[config.mk]
export PLATFORM = sky130hd
export DESIGN_NAME = seq_det_param
export DESIGN_NICKNAME = d
export VERILOG_FILES = /design/src/rtl/seq_det_param.sv
export SDC_FILE = /design/constraint.sdc
export NUM_CORES = 1
export LEC_CHECK = 0
export BUFFER_PORTS_ARGS = -buffer_cell sky130_fd_sc_hd__buf_4
export CAP_MARGIN = 30
export CELL_PAD_IN_SITES_DETAIL_PLACEMENT = 0
export CELL_PAD_IN_SITES_GLOBAL_PLACEMENT = 1
export CORE_AREA = 3 3 40 42
export DETAILED_ROUTE_END_ITERATION = 10
export DIE_AREA = 0 0 43 45
export PLACE_DENSITY = 0.65
export SLEW_MARGIN = 20
export SYNTH_ARGS = -nofsm -noshare
export SYNTH_HDL_FRONTEND = slang
export SYNTH_SLANG_ARGS = --single-unit
export TNS_END_PERCENT = 20
[constraint.sdc]
create_clock -name clk -period 1.9 [get_ports clk]
set_clock_uncertainty 0.05 [all_clocks]
set_input_delay 0.285 -clock clk [delete_from_list [all_inputs] [get_ports clk]]
set_output_delay 0.285 -clock clk [all_outputs]
set_load 0.01 [all_outputs]
[src/rtl/seq_det_param.sv]
// seq_det_param: parametrised serial sequence detector.
// Shifts accepted bits (x_vld=1) into a W-bit history and pulses y for one
// cycle whenever the last W accepted bits equal PATTERN (MSB received first).
// The overlap input selects overlapping or non-overlapping detection per bit.
// Optional feature: define SEQ_DET_COUNT_EN to build in the saturating
// match counter (match_cnt, clr_cnt). Without it match_cnt reads 0 and
// clr_cnt is ignored.
module seq_det_param #(
    parameter int             W       = 4,
    parameter logic [W-1:0]   PATTERN = 4'b1010,
    parameter int             CNT_W   = 8
) (
    input  logic             clk,
    input  logic             rst,
    input  logic             x,
    input  logic             x_vld,
    input  logic             overlap,
    input  logic             clr_cnt,
    output logic             y,
    output logic [CNT_W-1:0] match_cnt
);

    // Fill counter must represent 0..W inclusive.
    localparam int             FW   = $clog2(W + 1);
    localparam logic [FW-1:0]  FULL = FW'(W);

    logic [W-1:0]  hist;
    logic [W-1:0]  nxt;
    logic [FW-1:0] fill;
    logic [FW-1:0] fill_nxt;
    logic          match;

    // Next history, saturating fill and match decision for the current bit.
    // NOTE: every always_comb output is assigned unconditionally, so no latch can be inferred.
    always_comb begin
        nxt      = {hist[W-2:0], x};
        fill_nxt = (fill == FULL) ? FULL : fill + 1'b1;
        match    = x_vld && (fill_nxt == FULL) && (nxt == PATTERN);
    end

    // History, fill level and registered match pulse.
    // NOTE: sequential state uses non-blocking assignments so every register samples pre-edge values.
    always_ff @(posedge clk or posedge rst) begin
        if (rst) begin
            hist <= '0;
            fill <= '0;
            y    <= 1'b0;
        end else begin
            y <= match;
            if (x_vld) begin
                hist <= nxt;
                // Non-overlapping mode: a match empties the history so the
                // next match needs W fresh bits.
                fill <= (match && !overlap) ? '0 : fill_nxt;
            end
        end
    end

    // The oldest history bit only ever shifts out; it is never compared.
    logic unused_hist_msb;
    assign unused_hist_msb = hist[W-1];

`ifdef SEQ_DET_COUNT_EN
    logic [CNT_W-1:0] cnt;

    // Saturating match counter; a clear coinciding with a match counts that match.
    always_ff @(posedge clk or posedge rst) begin
        if (rst) begin
            cnt <= '0;
        end else if (clr_cnt) begin
            cnt <= match ? CNT_W'(1) : '0;
        end else if (match && (cnt != '1)) begin
            cnt <= cnt + 1'b1;
        end
    end

    assign match_cnt = cnt;
`else
    assign match_cnt = '0;

    logic unused_clr_cnt;
    assign unused_clr_cnt = clr_cnt;
`endif

endmodule

==> flow_metrics.env, run 1 <==
export IMPL_vias_per_cell=4.25
export IMPL_crit_fanout=3
export IMPL_antenna_found_initial=0
export IMPL_multi_input_area_um2=180
export IMPL_finalCritPeriodShare_pct=85.9
export IMPL_crit_chain="inv_1 > ha_1 > or4b_4 > nor4_2 > nor3_1"
export IMPL_hold_violations=0
export IMPL_r2r_cells=5
export IMPL_ios=15
export IMPL_vias=268
export IMPL_ant_nets=0
export IMPL_finalMaxSlewViolations=0
export IMPL_die_width_um=43
export IMPL_portBuffers=5
export IMPL_drtIter0Drc=2
export IMPL_min_path_type="in -> reg"
export IMPL_wl_per_cell_um=9.78
export IMPL_timing_fmax_mhz=613
export IMPL_cp_num_cells=5
export IMPL_cp_end_kind="flip-flop"
export IMPL_min_period_ps=1630
export IMPL_floorplan_initialDensity_pct=31.8
export IMPL_cts_max_level=1
export IMPL_cp_endpoint="fill[2]"
export IMPL_critPathTopFamily="simple AND/OR/NAND/NOR gates"
export IMPL_finalSetupViolations=0
export IMPL_cts_buffers=3
export IMPL_instances_no_fill=63
export IMPL_rrSetupSlack_ps=270
export IMPL_cts_tree="built"
export IMPL_synth_seq_cells=7
export IMPL_status="finished, final reports clean"
export IMPL_drive_gt1_share_pct=27.1
export IMPL_maxCapViolations=0
export IMPL_cts_hold_buffers=1
export IMPL_fillers=138
export IMPL_critical_path_class="reg -> reg"
export IMPL_required_ps=1990
export IMPL_drc_errors=0
export IMPL_core_area_mm2=0.00128
export IMPL_areaGrowthSynthToFinish_pct=13.1
export IMPL_start_kind="flip-flop"
export IMPL_hold_slack_ps=226
export IMPL_dpl_cell_count=58
export IMPL_avgSynthCellArea_um2=10.2
export IMPL_grt_max_degree=11
export IMPL_dr_pass1_iters=2
export IMPL_worst_path_buf_inv=1
export IMPL_final_util_pct=36.0
export IMPL_r2r_end="fill[2]"
export IMPL_final_setup_tns_ps=0
export IMPL_cp_data_arrival_time_ps=1720
export IMPL_fin_nets=57
export IMPL_row_count=13
export IMPL_netlist_area_um2=409
export IMPL_gp_congestion=0.694
export IMPL_netlist_instances=40
export IMPL_overflow=0
export IMPL_yosysSeqAreaShare_pct=42.8
export IMPL_dp_hpwl_um=489
export IMPL_totalWireLength_um=616
export IMPL_ys_types=15
export IMPL_cp_slowest_cell="or4b_4"
export IMPL_worst_path_largest_cell_delay_ps=510
export IMPL_worstReg2RegStart="fill[0]"
export IMPL_ff_latch_area_um2=175
export IMPL_clockBufferDepth=2
export IMPL_rsz0062_at_grt="false"
export IMPL_clkSlewWorstSetupHoldPaths_ps=50
export IMPL_clock_sinks=7
export IMPL_power_density_mw_per_mm2=1150
export IMPL_antenna_cells=0
export IMPL_cts_resized=0
export IMPL_p_leak_nw=0.225
export IMPL_grt_pass1_wl_mm=1.19
export IMPL_grt_total_usage_pct=8.63
export IMPL_die_area_mm2=0.00194
export IMPL_grt_pass1_vias=268
export IMPL_ir_drop_uv=496
export IMPL_crit_start="fill[0]"
export IMPL_root_buffer="clkbuf_4"
export IMPL_clk_latency_ps=250
export IMPL_yosys_warnings=0
export IMPL_cts_setup_buffers=0
export IMPL_die_y_um=45
==> cell type report <==
type	instances	share of cell area [%]
tap	15	4.05
sequential	7	37.8
clock buffer	4	5.68
inverter	4	3.24
timing repair buffer	6	10.3
multi-input combinational	27	38.9
==> cells in the mapped netlist <==
cell type / instances / share of area (%)
nor3_1: 1 / 1.2
inv_1: 4 / 3.7
ha_1: 2 / 6.1
conb_1: 1 / 0.92
nand2_1: 3 / 2.8
nor4_2: 2 / 6.1
a21oi_1: 2 / 2.4
nand3b_1: 1 / 1.8
o21ai_0: 4 / 4.9
dfrtp_1: 7 / 43
and4b_1: 1 / 2.4
buf_4: 8 / 15
or4b_4: 1 / 3.4
buf_2: 1 / 1.2
mux2_2: 2 / 5.5
==> state kept, by name, indices dropped and copies added, names as in the netlist <==
| signal | flops |
|---|---|
| hist | 3 |
| y | 1 |
| fill | 3 |
==> logic make-up (layout without fill, tap and decap cells) <==
| logic type | Yosys count | count (layout) | synth area share, % |
|---|---|---|---|
| fa+ha+maj | 2 | 2 | 6.12 |
| mux | 2 | 2 | 5.50 |
| buf+inv | 13 | 14 | 19.6 |
| simple gates | 9 | 9 | 17.7 |
| other cells | 1 | 8 | 0.917 |
| compound gates | 6 | 6 | 7.34 |
| flops | 7 | 7 | 42.8 |
==> worst reg2reg max path, stage by stage (launching register included) <==
cell and delay (ps):
dfrtp_1 360, inv_1 60, ha_1 310, or4b_4 510
nor4_2 160, nor3_1 70
==> metal layers <==
layer / GRT usage [%] / routed length, um / vias to the layer above
met5: 0 / 0 / -
met4: 3.61 / 0 / 0
met3: 6.37 / 71 / 0
met2: 11.7 / 266 / 12
met1: 10.3 / 278 / 122
li1: - / - / 134
==> worst min path at each step <==
stage          from  endpoint  slack [ps]  cells after the start
2_1_floorplan   rst   fill[0]          40                      1
3_3_place_gp    rst         y         190                      2
3_5_place_dp    rst         y         190                      2
4_1_cts           x   hist[0]         210                      2
5_1_grt           x   hist[0]         210                      2
6_report          x   hist[0]         230                      2
==> through the flow <==
stage / instance area [um2] / total power, mW / setup slack [ps]
final: 463 / 0.531 / 268
after detailed placement: 427 / 0.402 / 247
after global routing: 463 / 0.590 / 163
after CTS: 463 / 0.545 / 250
after floorplan: 435 / 0.369 / 358
after global placement: 427 / 0.397 / 265
==> placed cells by master, fill, tap and decap left out, drive strengths merged <==
| master | n |
|---|---|
| nand3b | 1 |
| nor4 | 2 |
| dfrtp | 7 |
| or4b | 1 |
| and4b | 1 |
| buf | 5 |
| conb | 8 |
| clkbuf | 4 |
| mux2 | 2 |
| inv | 4 |
| dlygate4sd3 | 1 |
| o21ai | 4 |
| ha | 2 |
| a21oi | 2 |
| nor3 | 1 |
| nand2 | 3 |
==> report_power, final <==
part | switching [mW] | total, mW | internal (mW)
logic | 0.0997 | 0.177 | 0.0773
registers | 0.0294 | 0.220 | 0.190
clock network | 0.0546 | 0.135 | 0.0801
Note: power is estimated with default switching activity, not from simulation.
==> run 2, diff against run 1 <==
BUFFER_PORTS_ARGS = -buffer_cell sky130_fd_sc_hd__clkbuf_2   (was -buffer_cell sky130_fd_sc_hd__buf_4)
==> run 2 against run 1 <==
Net effect: flip-flop and latch count unchanged; routed wire length increased by 5.5%; worst hold slack improved by 8.1 ps; critical path type unchanged; combinational power about the same.
==> flow_metrics.env, run 2 (synthesis results as in run 1) <==
export IMPL_cts_max_level=1
export IMPL_place_area_um2=414
export IMPL_floorplan_initialDensity_pct=31.8
export IMPL_critical_path_class="reg -> reg"
export IMPL_die_width_um=43
export IMPL_die_area_mm2=0.00194
export IMPL_cts_tree="built"
export IMPL_row_count=13
export IMPL_overflow=0
export IMPL_status="finished, final reports clean"
export IMPL_worst_path_largest_cell_delay_ps=500
export IMPL_worst_path_buf_inv=1
export IMPL_cts_buffers=3
export IMPL_worst_slack_ps=260
export IMPL_clock_sinks=7
export IMPL_grt_max_degree=11
export IMPL_rsz0062_at_grt="false"
export IMPL_dr_pass1_iters=4
export IMPL_cp_slowest_cell="or4b_4"
export IMPL_grt_pass1_wl_mm=1.04
export IMPL_required_ps=1990
export IMPL_timing_fmax_mhz=610
export IMPL_crit_chain="inv_1 > ha_1 > or4b_4 > nor4_2 > nor3_1"
export IMPL_final_setup_tns_ps=0
export IMPL_critPathTopFamily="simple AND/OR/NAND/NOR gates"
export IMPL_cts_resized=0
export IMPL_core_area_mm2=0.00128
export IMPL_layout_common_cells="8 x conb_1, 7 x dfrtp_1, 5 x clkbuf_2, 4 x inv_1, 4 x o21ai_0"
export IMPL_grt_pass1_vias=243
export IMPL_post_place_ws_ps=292
export IMPL_vias_per_cell=4.46
export IMPL_crit_fanout=3
export IMPL_rrSetupSlack_ps=260
export IMPL_cp_end_kind="flip-flop"
export IMPL_die_y_um=45
export IMPL_p_leak_nw=0.222
export IMPL_reg_top3="fill x3, hist x3, y x1"
export IMPL_dp_hpwl_um=483
export IMPL_hold_violations=0
export IMPL_min_path_type="in -> reg"
export IMPL_finalMaxSlewViolations=0
export IMPL_clkSlewWorstSetupHoldPaths_ps=50
export IMPL_maxCapViolations=0
export IMPL_clockBufferDepth=2
export IMPL_drtIter0Drc=5
export IMPL_finalSetupViolations=0
export IMPL_final_common_cell="conb_1"
export IMPL_antenna_cells=0
export IMPL_grt_total_usage_pct=7.81
export IMPL_finalCritPeriodShare_pct=86.3
export IMPL_final_area_um2=450
export IMPL_wl_per_cell_um=10.3
export IMPL_portBuffers=5
export IMPL_cp_data_arrival_time_ps=1730
export IMPL_clk_latency_ps=250
export IMPL_drc_errors=0
export IMPL_vias=281
export IMPL_ios=15
export IMPL_antenna_found_initial=0
export IMPL_drive_gt1_share_pct=27.1
export IMPL_min_period_ps=1640
export IMPL_ant_nets=0
export IMPL_totalWireLength_um=650
export IMPL_fillers=136
export IMPL_gp_congestion=0.658
export IMPL_root_buffer="clkbuf_4"
export IMPL_power_density_mw_per_mm2=1180
export IMPL_cts_setup_buffers=0
export IMPL_ir_drop_uv=517
export IMPL_start_kind="flip-flop"
export IMPL_fin_nets=57
export IMPL_cts_hold_buffers=1
export IMPL_areaGrowthSynthToFinish_pct=10.1
## run 2: cell types whose count changed in the layout (fill, tap and decap cells not counted)
cell      delta
clkbuf_2     +5
buf_4        -5
## run 2: routing by layer
layer  GRT usage, %  share of wire [%]  routed length (um)
met5              0                  0                   0
met4           3.61                2.2                  14
met3           5.98                 12                  79
met2           10.5                 45                 290
met1           9.14                 41                 266
## run 2: cell type report
class / instances / area (um2) / share of cell area [%]
clock buffers: 4 / 26.3 / 5.83
inverters: 4 / 15.0 / 3.33
repair buffers: 6 / 35.0 / 7.78
well taps: 15 / 18.8 / 4.17
multi-input cells: 27 / 180 / 40.0
flip-flops and latches: 7 / 175 / 38.9
## run 2: power by group
group	internal, mW	switching (mW)
logic	0.0744	0.104
registers	0.190	0.0300
clock network	0.0801	0.0544
## run 2: path summary, 6_finish.rpt
check / cells after the start / to / startpoint
min: 2 / hist[0] / x
max in group asynchronous: 3 / fill[0] / rst
max: 5 / fill[2] / fill[0]
min in group asynchronous: 3 / y / rst
max reg2reg: 5 / fill[2] / fill[0]
min reg2reg: 1 / hist[2] / hist[2]
## run 2: metrics by stage
| stage | total power, mW | hold WS [ps] | std cells | utilization [%] |
|---|---|---|---|---|
| floorplan | 0.369 | 38.4 | 47 | - |
| global placement | 0.394 | 163 | 58 | 32.2 |
| detailed placement | 0.396 | 159 | 58 | 32.2 |
| CTS | 0.537 | 238 | 63 | 35.1 |
| global route | 0.581 | 236 | 63 | 35.1 |
| finish | 0.533 | 234 | 63 | 35.1 |
==> run 3, diff against run 2 <==
RECOVER_POWER = 100   (was not set)
==> run 3 against run 2 <==
Net effect: setup slack got worse by 25 ps; global-route usage did not move; critical path depth did not move; critical path type unchanged; cell count did not move; non-clock buffer count did not move; flip-flop and latch count did not move; routed wire length fell by 0.46%; die area did not move; register-to-register slack got worse by 30 ps; clock power barely moved; power fell by 2.2%; highest routed layer is now met3; largest power group unchanged; sequential power barely moved.
==> flow_metrics.env, run 3 (synthesis results as in run 1) <==
export IMPL_clock_sinks=7
export IMPL_cts_max_level=1
export IMPL_clockBufferDepth=2
export IMPL_power_total_mw=0.522
export IMPL_rsz0062_at_grt="false"
export IMPL_cts_setup_buffers=0
export IMPL_dp_hpwl_um=483
export IMPL_overflow=0
export IMPL_fin_nets=57
export IMPL_grt_max_degree=11
export IMPL_grt_pass1_vias=243
export IMPL_fillers=141
export IMPL_die_area_mm2=0.00194
export IMPL_grt_total_usage_pct=7.81
export IMPL_drive_gt1_share_pct=20.8
export IMPL_vias=275
export IMPL_cts_buffers=3
export IMPL_portBuffers=5
export IMPL_cp_end_kind="flip-flop"
export IMPL_core_area_mm2=0.00128
export IMPL_gp_congestion=0.658
export IMPL_hold_violations=0
export IMPL_totalWireLength_um=647
export IMPL_ios=15
export IMPL_reg_top3="fill x3, hist x3, y x1"
export IMPL_crit_fanout=3
export IMPL_vias_per_cell=4.37
export IMPL_maxCapViolations=0
export IMPL_min_period_ps=1670
export IMPL_finalSetupViolations=0
export IMPL_cts_resized=0
export IMPL_power_density_mw_per_mm2=1190
export IMPL_layout_common_cells="8 x conb_1, 7 x dfrtp_1, 4 x inv_1, 4 x o21ai_0, 4 x clkbuf_2"
export IMPL_final_common_cell="conb_1"
export IMPL_final_setup_tns_ps=0
export IMPL_cts_hold_buffers=1
export IMPL_drtIter0Drc=3
export IMPL_die_y_um=45
export IMPL_grt_pass1_wl_mm=1.04
export IMPL_timing_fmax_mhz=600
export IMPL_row_count=13
export IMPL_clkSlewWorstSetupHoldPaths_ps=50
export IMPL_antenna_found_initial=0
export IMPL_drc_errors=0
export IMPL_dr_pass1_iters=4
export IMPL_critical_path_class="reg -> reg"
export IMPL_finalMaxSlewViolations=0
export IMPL_clk_latency_ps=250
export IMPL_status="finished, final reports clean"
export IMPL_antenna_cells=0
export IMPL_wl_per_cell_um=10.3
export IMPL_min_path_type="in -> reg"
export IMPL_die_width_um=43
export IMPL_ant_nets=0
export IMPL_root_buffer="clkbuf_4"
export IMPL_areaGrowthSynthToFinish_pct=6.73
export IMPL_start_kind="flip-flop"
export IMPL_floorplan_initialDensity_pct=31.8
export IMPL_finalCritPeriodShare_pct=87.7
export IMPL_ir_drop_uv=503
export IMPL_cp_data_arrival_time_ps=1750
export IMPL_p_leak_nw=0.218
export IMPL_cts_tree="built"
export IMPL_required_ps=1980
==> run 3: cell counts in the layout (fill, tap and decap cells not counted) <==
No cell type changed its count.
==> run 3: where the power goes <==
part           leakage [nW]  switching (mW)  internal [mW]
Sequential           0.0855          0.0304          0.190
Combinational         0.118          0.0947         0.0731
Clock                0.0150          0.0531         0.0800
Total                 0.218           0.178          0.343
==> run 3: area by class of cell <==
type / instances / area (um2) / area share (%)
flip-flops and latches: 7 / 175 / 40.1
repair buffers: 6 / 33.8 / 7.74
inverters: 4 / 15.0 / 3.44
well taps: 15 / 18.8 / 4.30
multi-input cells: 27 / 168 / 38.4
clock buffers: 4 / 26.3 / 6.02
==> run 3: stage by stage <==
stage / instance area (um2) / instances / hold slack (ps) / util (%) / worst slack [ps]
after floorplan: 435 / 47 / 38.4 / - / 358
after global placement: 414 / 58 / 163 / 32.2 / 271
after detailed placement: 414 / 58 / 159 / 32.2 / 292
after CTS: 450 / 63 / 238 / 35.1 / 265
after global routing: 437 / 63 / 236 / 34.0 / 110
final: 437 / 63 / 239 / 34.0 / 235
==> run 3: worst max-delay path: stages (launching register included) <==
cell     delay (ps)
dfrtp_1         370
inv_1            70
ha_1            320
or4b_4          490
nor4_1          180
nor3_1           70
==> run 3: per-layer routing <==
layer  track usage, %  part of all wire, %
met5                0                    0
met4             3.61                    0
met3             5.98                   12
met2             10.5                   45
met1             9.14                   43
==> run 3: worst paths after layout <==
kind / start / to / slack (ps) / cells past startpoint
worst max-delay path: fill[0] / fill[2] / 230 / 5
worst min-delay path: x / hist[0] / 240 / 2
worst max register to register: fill[0] / fill[2] / 230 / 5
worst min register to register: hist[2] / hist[2] / 440 / 1
max in group asynchronous: rst / fill[0] / 1150 / 3
min in group asynchronous: rst / y / 440 / 3
